## src/rtl/prog_delay_mem.sv

```systemverilog
// prog_delay_mem: runtime-programmable delay line built on a circular RAM.
//
// Every enabled cycle writes din at the write pointer. The output is read
// back from the tap located Deff-1 samples behind the write pointer, so the
// block behaves like a Deff-stage shift register clocked by en. A requested
// delay outside 1..DEPTH is clamped to the nearest legal value and flagged on
// delay_err.
//
// Ports:
//   clk         rising-edge clock
//   rst         synchronous active-high reset (pointer, fill, outputs)
//   en          advance strobe; nothing moves on cycles with en=0
//   din         input sample, written on enabled edges
//   delay       requested delay in enabled samples (legal 1..DEPTH)
//   dout        delayed sample, registered
//   dout_valid  line holds at least Deff samples written under this delay
//   delay_err   registered flag, high while the requested delay is illegal
module prog_delay_mem #(
  parameter int DW    = 8,
  parameter int DEPTH = 16,
  parameter int AW    = $clog2(DEPTH + 1)
) (
  input  logic          clk,
  input  logic          rst,
  input  logic          en,
  input  logic [DW-1:0] din,
  input  logic [AW-1:0] delay,
  output logic [DW-1:0] dout,
  output logic          dout_valid,
  output logic          delay_err
);

  localparam int PW  = (DEPTH > 1) ? $clog2(DEPTH) : 1;
  localparam int AW1 = AW + 1;

  // Clamp the requested delay into 1..DEPTH.
  function automatic logic [AW-1:0] eff_delay(input logic [AW-1:0] d);
    if (d == '0)                return AW'(1);
    else if (d > AW'(DEPTH))    return AW'(DEPTH);
    else                        return d;
  endfunction

  // Saturating fill counter increment, tops out at DEPTH.
  function automatic logic [AW-1:0] fill_inc(input logic [AW-1:0] f);
    if (f >= AW'(DEPTH)) return f;
    else                 return f + AW'(1);
  endfunction

  // Read tap (wp - (deff-1)) mod DEPTH; DEPTH need not be a power of two,
  // so the wrap is done explicitly rather than by bit truncation.
  function automatic logic [PW-1:0] tap_addr(input logic [PW-1:0] wp,
                                             input logic [AW-1:0] deff);
    logic [AW1-1:0] back;
    logic [AW1-1:0] base;
    back = {1'b0, deff} - AW1'(1);
    base = AW1'(wp);
    if (base >= back) return PW'(base - back);
    else              return PW'(base + AW1'(DEPTH) - back);
  endfunction

  logic [DW-1:0] mem [DEPTH];

  logic [PW-1:0] wptr_q,  wptr_d;
  logic [AW-1:0] fill_q,  fill_d;
  logic [AW-1:0] delay_q, delay_d;
  logic [DW-1:0] dout_q,  dout_d;
  logic          valid_q, valid_d;
  logic          err_q,   err_d;

  logic [AW-1:0] deff;
  logic          changed;
  logic [DW-1:0] rd_data;

  // Stage 0: clamp delay, detect a change, look up the tap, compute next state
  always_comb begin
    deff    = eff_delay(delay);
    changed = (deff != delay_q);
    rd_data = mem[tap_addr(wptr_q, deff)];

    wptr_d  = wptr_q;
    fill_d  = fill_q;
    valid_d = valid_q;
    dout_d  = dout_q;
    delay_d = deff;
    err_d   = (delay == '0) || (delay > AW'(DEPTH));

    if (en) begin
      wptr_d = (wptr_q == PW'(DEPTH - 1)) ? '0 : wptr_q + PW'(1);
      // Deff=1 means the sample being written this edge is the output, and
      // it is not in the RAM yet, so bypass it directly.
      dout_d = (deff == AW'(1)) ? din : rd_data;
    end

    // A delay change restarts the fill so that valid only covers samples
    // written under the new delay.
    if (changed)  fill_d = en ? AW'(1) : '0;
    else if (en)  fill_d = fill_inc(fill_q);

    if (changed || en) valid_d = (fill_d >= deff);
  end

  // Stage 1: registered state and outputs
  always_ff @(posedge clk) begin
    if (rst) begin
      wptr_q  <= '0;
      fill_q  <= '0;
      delay_q <= AW'(1);
      dout_q  <= '0;
      valid_q <= 1'b0;
      err_q   <= 1'b0;
    end else begin
      wptr_q  <= wptr_d;
      fill_q  <= fill_d;
      delay_q <= delay_d;
      dout_q  <= dout_d;
      valid_q <= valid_d;
      err_q   <= err_d;
    end
  end

  // RAM is never cleared; reset only suppresses the write on its edge.
  always_ff @(posedge clk) begin
    if (en && !rst) mem[wptr_q] <= din;
  end

  assign dout       = dout_q;
  assign dout_valid = valid_q;
  assign delay_err  = err_q;

endmodule

```

## config.mk

```make
export PLATFORM = sky130hd
export DESIGN_NAME = prog_delay_mem
export DESIGN_NICKNAME = d
export VERILOG_FILES = /design/src/rtl/prog_delay_mem.sv
export SDC_FILE = /design/constraint.sdc
export NUM_CORES = 1
export LEC_CHECK = 0
export BUFFER_PORTS_ARGS = -buffer_cell sky130_fd_sc_hd__buf_2
export CAP_MARGIN = 5
export CORE_MARGIN = 8
export CORE_UTILIZATION = 50
export CTS_CLUSTER_DIAMETER = 40
export DETAILED_ROUTE_END_ITERATION = 7
export GPL_TIMING_DRIVEN = 0
export PLACE_DENSITY = 0.78
export REMOVE_ABC_BUFFERS = 1
export SLEW_MARGIN = 25
export SYNTH_ARGS = -nofsm -noshare
export SYNTH_HDL_FRONTEND = slang
export SYNTH_SLANG_ARGS = --single-unit
export TNS_END_PERCENT = 100
```

## constraint.sdc

```tcl
create_clock -name clk -period 3.8 [get_ports clk]
set_clock_uncertainty 0.15 [all_clocks]
set_input_delay 0.38 -clock clk [delete_from_list [all_inputs] [get_ports clk]]
set_output_delay 0.38 -clock clk [all_outputs]
set_load 0.1 [all_outputs]
```

==> impl_metrics.tcl <==
set metrics [dict create \
    status "complete, no violations" \
    drc_errors 0 \
    synth_flop_cell "edfxtp_1" \
    hp-start "delay[1]" \
    ctsHoldBuffers 0 \
    holdWs_ns 0.107 \
    area_growth_pct 16.5 \
    clock_sinks 152 \
    critPathSlowestCell "or4_4" \
    synth_most_common_cell "edfxtp_1" \
    ios 26 \
    rsz0062_at_grt "false" \
    rrSetupSlack_ns 0.86 \
    cts_tree "done" \
    synth_edf_count 128 \
    dieArea_sq_um 16800 \
    drt-pass1-iter-count 5 \
    cp_data_arrival_time_ns 3.92 \
    max_slew.worst_pin.slew_ns 0.696 \
    fp-row-count 41 \
    top_layer "met4" \
    vias 3366 \
    cap_violations 0 \
    p_sw_share_pct 26.4 \
    stdcell_area_sq_um 7490 \
    slew_violations 0 \
    setup_viol 0 \
    place_area_sq_um 6750 \
    fill_cells 907 \
    fmax_mhz 267 \
    crit_path_end_kind "flip-flop" \
    avgSynthCellArea_sq_um 17.3 \
    r2r-end "dout[6]" \
    ff2ff_path_depth 5 \
    synth-seq-cells 152 \
    grt_start_max_net_pins 33 \
    grt.total_usage_pct 16.0 \
    p_per_area_nw_per_um2 571 \
    layout.nets 442 \
    crit_chain "buf_2 > or4_4 > ha_4 > nor3b_2 > inv_1 > ha_1 > fa_2 > buf_12 > buf_16 > mux4_2 > mux4_1 > o211a_1" \
    syn_inst 371 \
    cts_root_buf "clkbuf_16" \
    fp.dieW_microns 129 \
    synth_common_cells "edfxtp_1, mux4_2, nor2_1" \
    drive_above_1_share_pct 26.8 \
    grt_overflow 0 \
    slew_headroom_pct 53.3 \
    io_buffers 25 \
    synth_top_cell_by_area "edfxtp_1" \
    cts.clk_slew.worst_paths_ns 0.07 \
    final_antenna_net_count 0 \
    numCtsBuffers 17 \
    leakage_nw 2.68 \
    gp_congestion 0.820 \
    p_seq_share_pct 43.2 \
    p_sw_w 0.00113 \
    cpPeakStageDelay_ns 0.59 \
    grt_pass1_wl_microns 19300 \
    reg2reg_from "wptr_q[0]" \
    wl_met3_microns 769 \
    hold_path_class "input port to flip-flop" \
    wl_per_cell_microns 21.2 \
    crit_path_start_kind "input port" \
    hold_viol 0 \
    vias_per_cell 5.68 \
    pwr-share-comb_pct 16.2 \
    diodes 0 \
    cts_buffer_depth 2 \
    pre_cts_ws_ns -0.960 \
    min_to "delay_q[1]" \
    synth_top_area_share_pct 59.8 \
    antenna_found_initial 0 \
    critPathRequiredTime_ns 3.98 \
    met2_length_microns 6140 \
    power_frac_clock_pct 40.6 \
    insertion_delay_ns 0.43 \
    fin_crit_sh_pct 98.4 \
    synth_area_leaders "edfxtp_1, mux4_2, dfxtp_1" \
    layout_min_cycle_time_ns 3.74 \
    synth-async-reset-ratio_pct 0 \
    post-dp-hpwl_microns 8200 \
    ir_worst_vdd_uv 476 \
    drt-met1-wl_microns 5480 \
    h-tree-depth 4 \
    syn_area_sq_um 6430 \
    ys_warn_count 0 \
    ys_seq_area_share_pct 67.2 \
    power.total_w 0.00428 \
    path_max_fanout 8 \
    fin_ws_ns 0.0614 \
    first_global_vias 3422 \
    synth_cell_types 43 \
    drtIter0Drc 258 \
    whs_path_depth 2 \
    wirelength_microns 12600 \
    crit_type "input port to flip-flop" \
    coreArea_sq_um 12600 \
    die_h_microns 129 \
    p_int_w 0.00315 \
    start_util_pct 51.2 \
]
[worst max path at each step]
stage,from,end,depth (start not counted)
3_3_place_gp,delay[0],dout[1],10
2_1_floorplan,delay[0],dout[0],9
4_1_cts,delay[0],dout[1],12
3_5_place_dp,delay[0],dout[1],11
5_1_grt,delay[0],dout[6],12
6_report,delay[0],dout[6],12
[worst max-delay path, delay by kind of cell]
kind,cells,cell delay [ns]
compound gates,1,0.23
mux,2,0.87
buf+inv,4,0.51
fa+ha+maj,3,1.11
simple gates,2,0.79
[power by group through the flow]
stage / Sequential, W / Combinational (W) / Clock [W]
floorplan: 0.00198 / 0.000335 / 0
global placement: 0.00188 / 0.000586 / 0
detailed placement: 0.00189 / 0.000608 / 0
CTS: 0.00185 / 0.000630 / 0.00175
global route: 0.00185 / 0.000732 / 0.00182
finish: 0.00185 / 0.000692 / 0.00174
[flip-flops by register name (all words and copies together), names as in the netlist]
register / count
delay_err: 1
fill_q: 5
dout_valid: 1
dout: 8
wptr_q: 4
mem: 128
delay_q: 5
[cell type report]
class                      instances  area, sq um  area share, %
inverter                          12         45.0          0.601
sequential                       152         4320           57.7
clock buffer                      17          425           5.68
multi-input combinational        193         2040           27.2
timing repair buffer              32          258           3.44
clock inverter                    15          188           2.51
tap                              172          215           2.87
[layer usage]
layer	vias up	global-route usage (%)
met4	0	7.65
met2	98	24.5
met5	-	0
li1	1547	-
met3	16	4.97
met1	1705	20.3
[cell families after synthesis]
| family | count (synthesis) | synth area share, % |
|---|---|---|
| flip-flops | 152 | 67.2 |
| AND/OR/NAND/NOR | 82 | 6.50 |
| multiplexers | 43 | 14.9 |
| AO/OA/AOI/OAI | 41 | 4.57 |
| buffers and inverters | 26 | 1.69 |
| adder cells (fa/ha/maj) | 18 | 3.62 |
| XOR/XNOR | 9 | 1.46 |
[metrics by stage]
step           utilization (%)  cells  TNS (ns)
5_1_grt                   59.6    593         0
6_report                  59.6    593         0
3_5_place_dp              53.7    555     -7.47
4_1_cts                   59.0    590         0
2_1_floorplan                -    357     -5.08
3_3_place_gp              53.4    554    -12.89
[placed cells by master, fill, tap and decap left out, types with 3 or more instances in the layout]
| master | count |
|---|---|
| a21oi_1 | 14 |
| and2_1 | 16 |
| and3_1 | 5 |
| buf_2 | 25 |
| clkbuf_16 | 19 |
| dfxtp_1 | 24 |
| edfxtp_1 | 128 |
| ha_1 | 14 |
| inv_1 | 12 |
| inv_6 | 4 |
| inv_8 | 3 |
| mux2i_1 | 3 |
| mux4_1 | 4 |
| mux4_2 | 36 |
| nand2_1 | 11 |
| nor2_1 | 31 |
| nor3_1 | 5 |
| o211a_1 | 8 |
| o21ai_0 | 5 |
| xor2_1 | 6 |
[timing repair]
item	4_1_cts	5_1_grt
gates cloned	0	2
pin swaps	2	1
gates resized for setup	3	8
setup endpoints to repair	8	9
setup buffers	3	1
(Power assumes the default switching activity.)
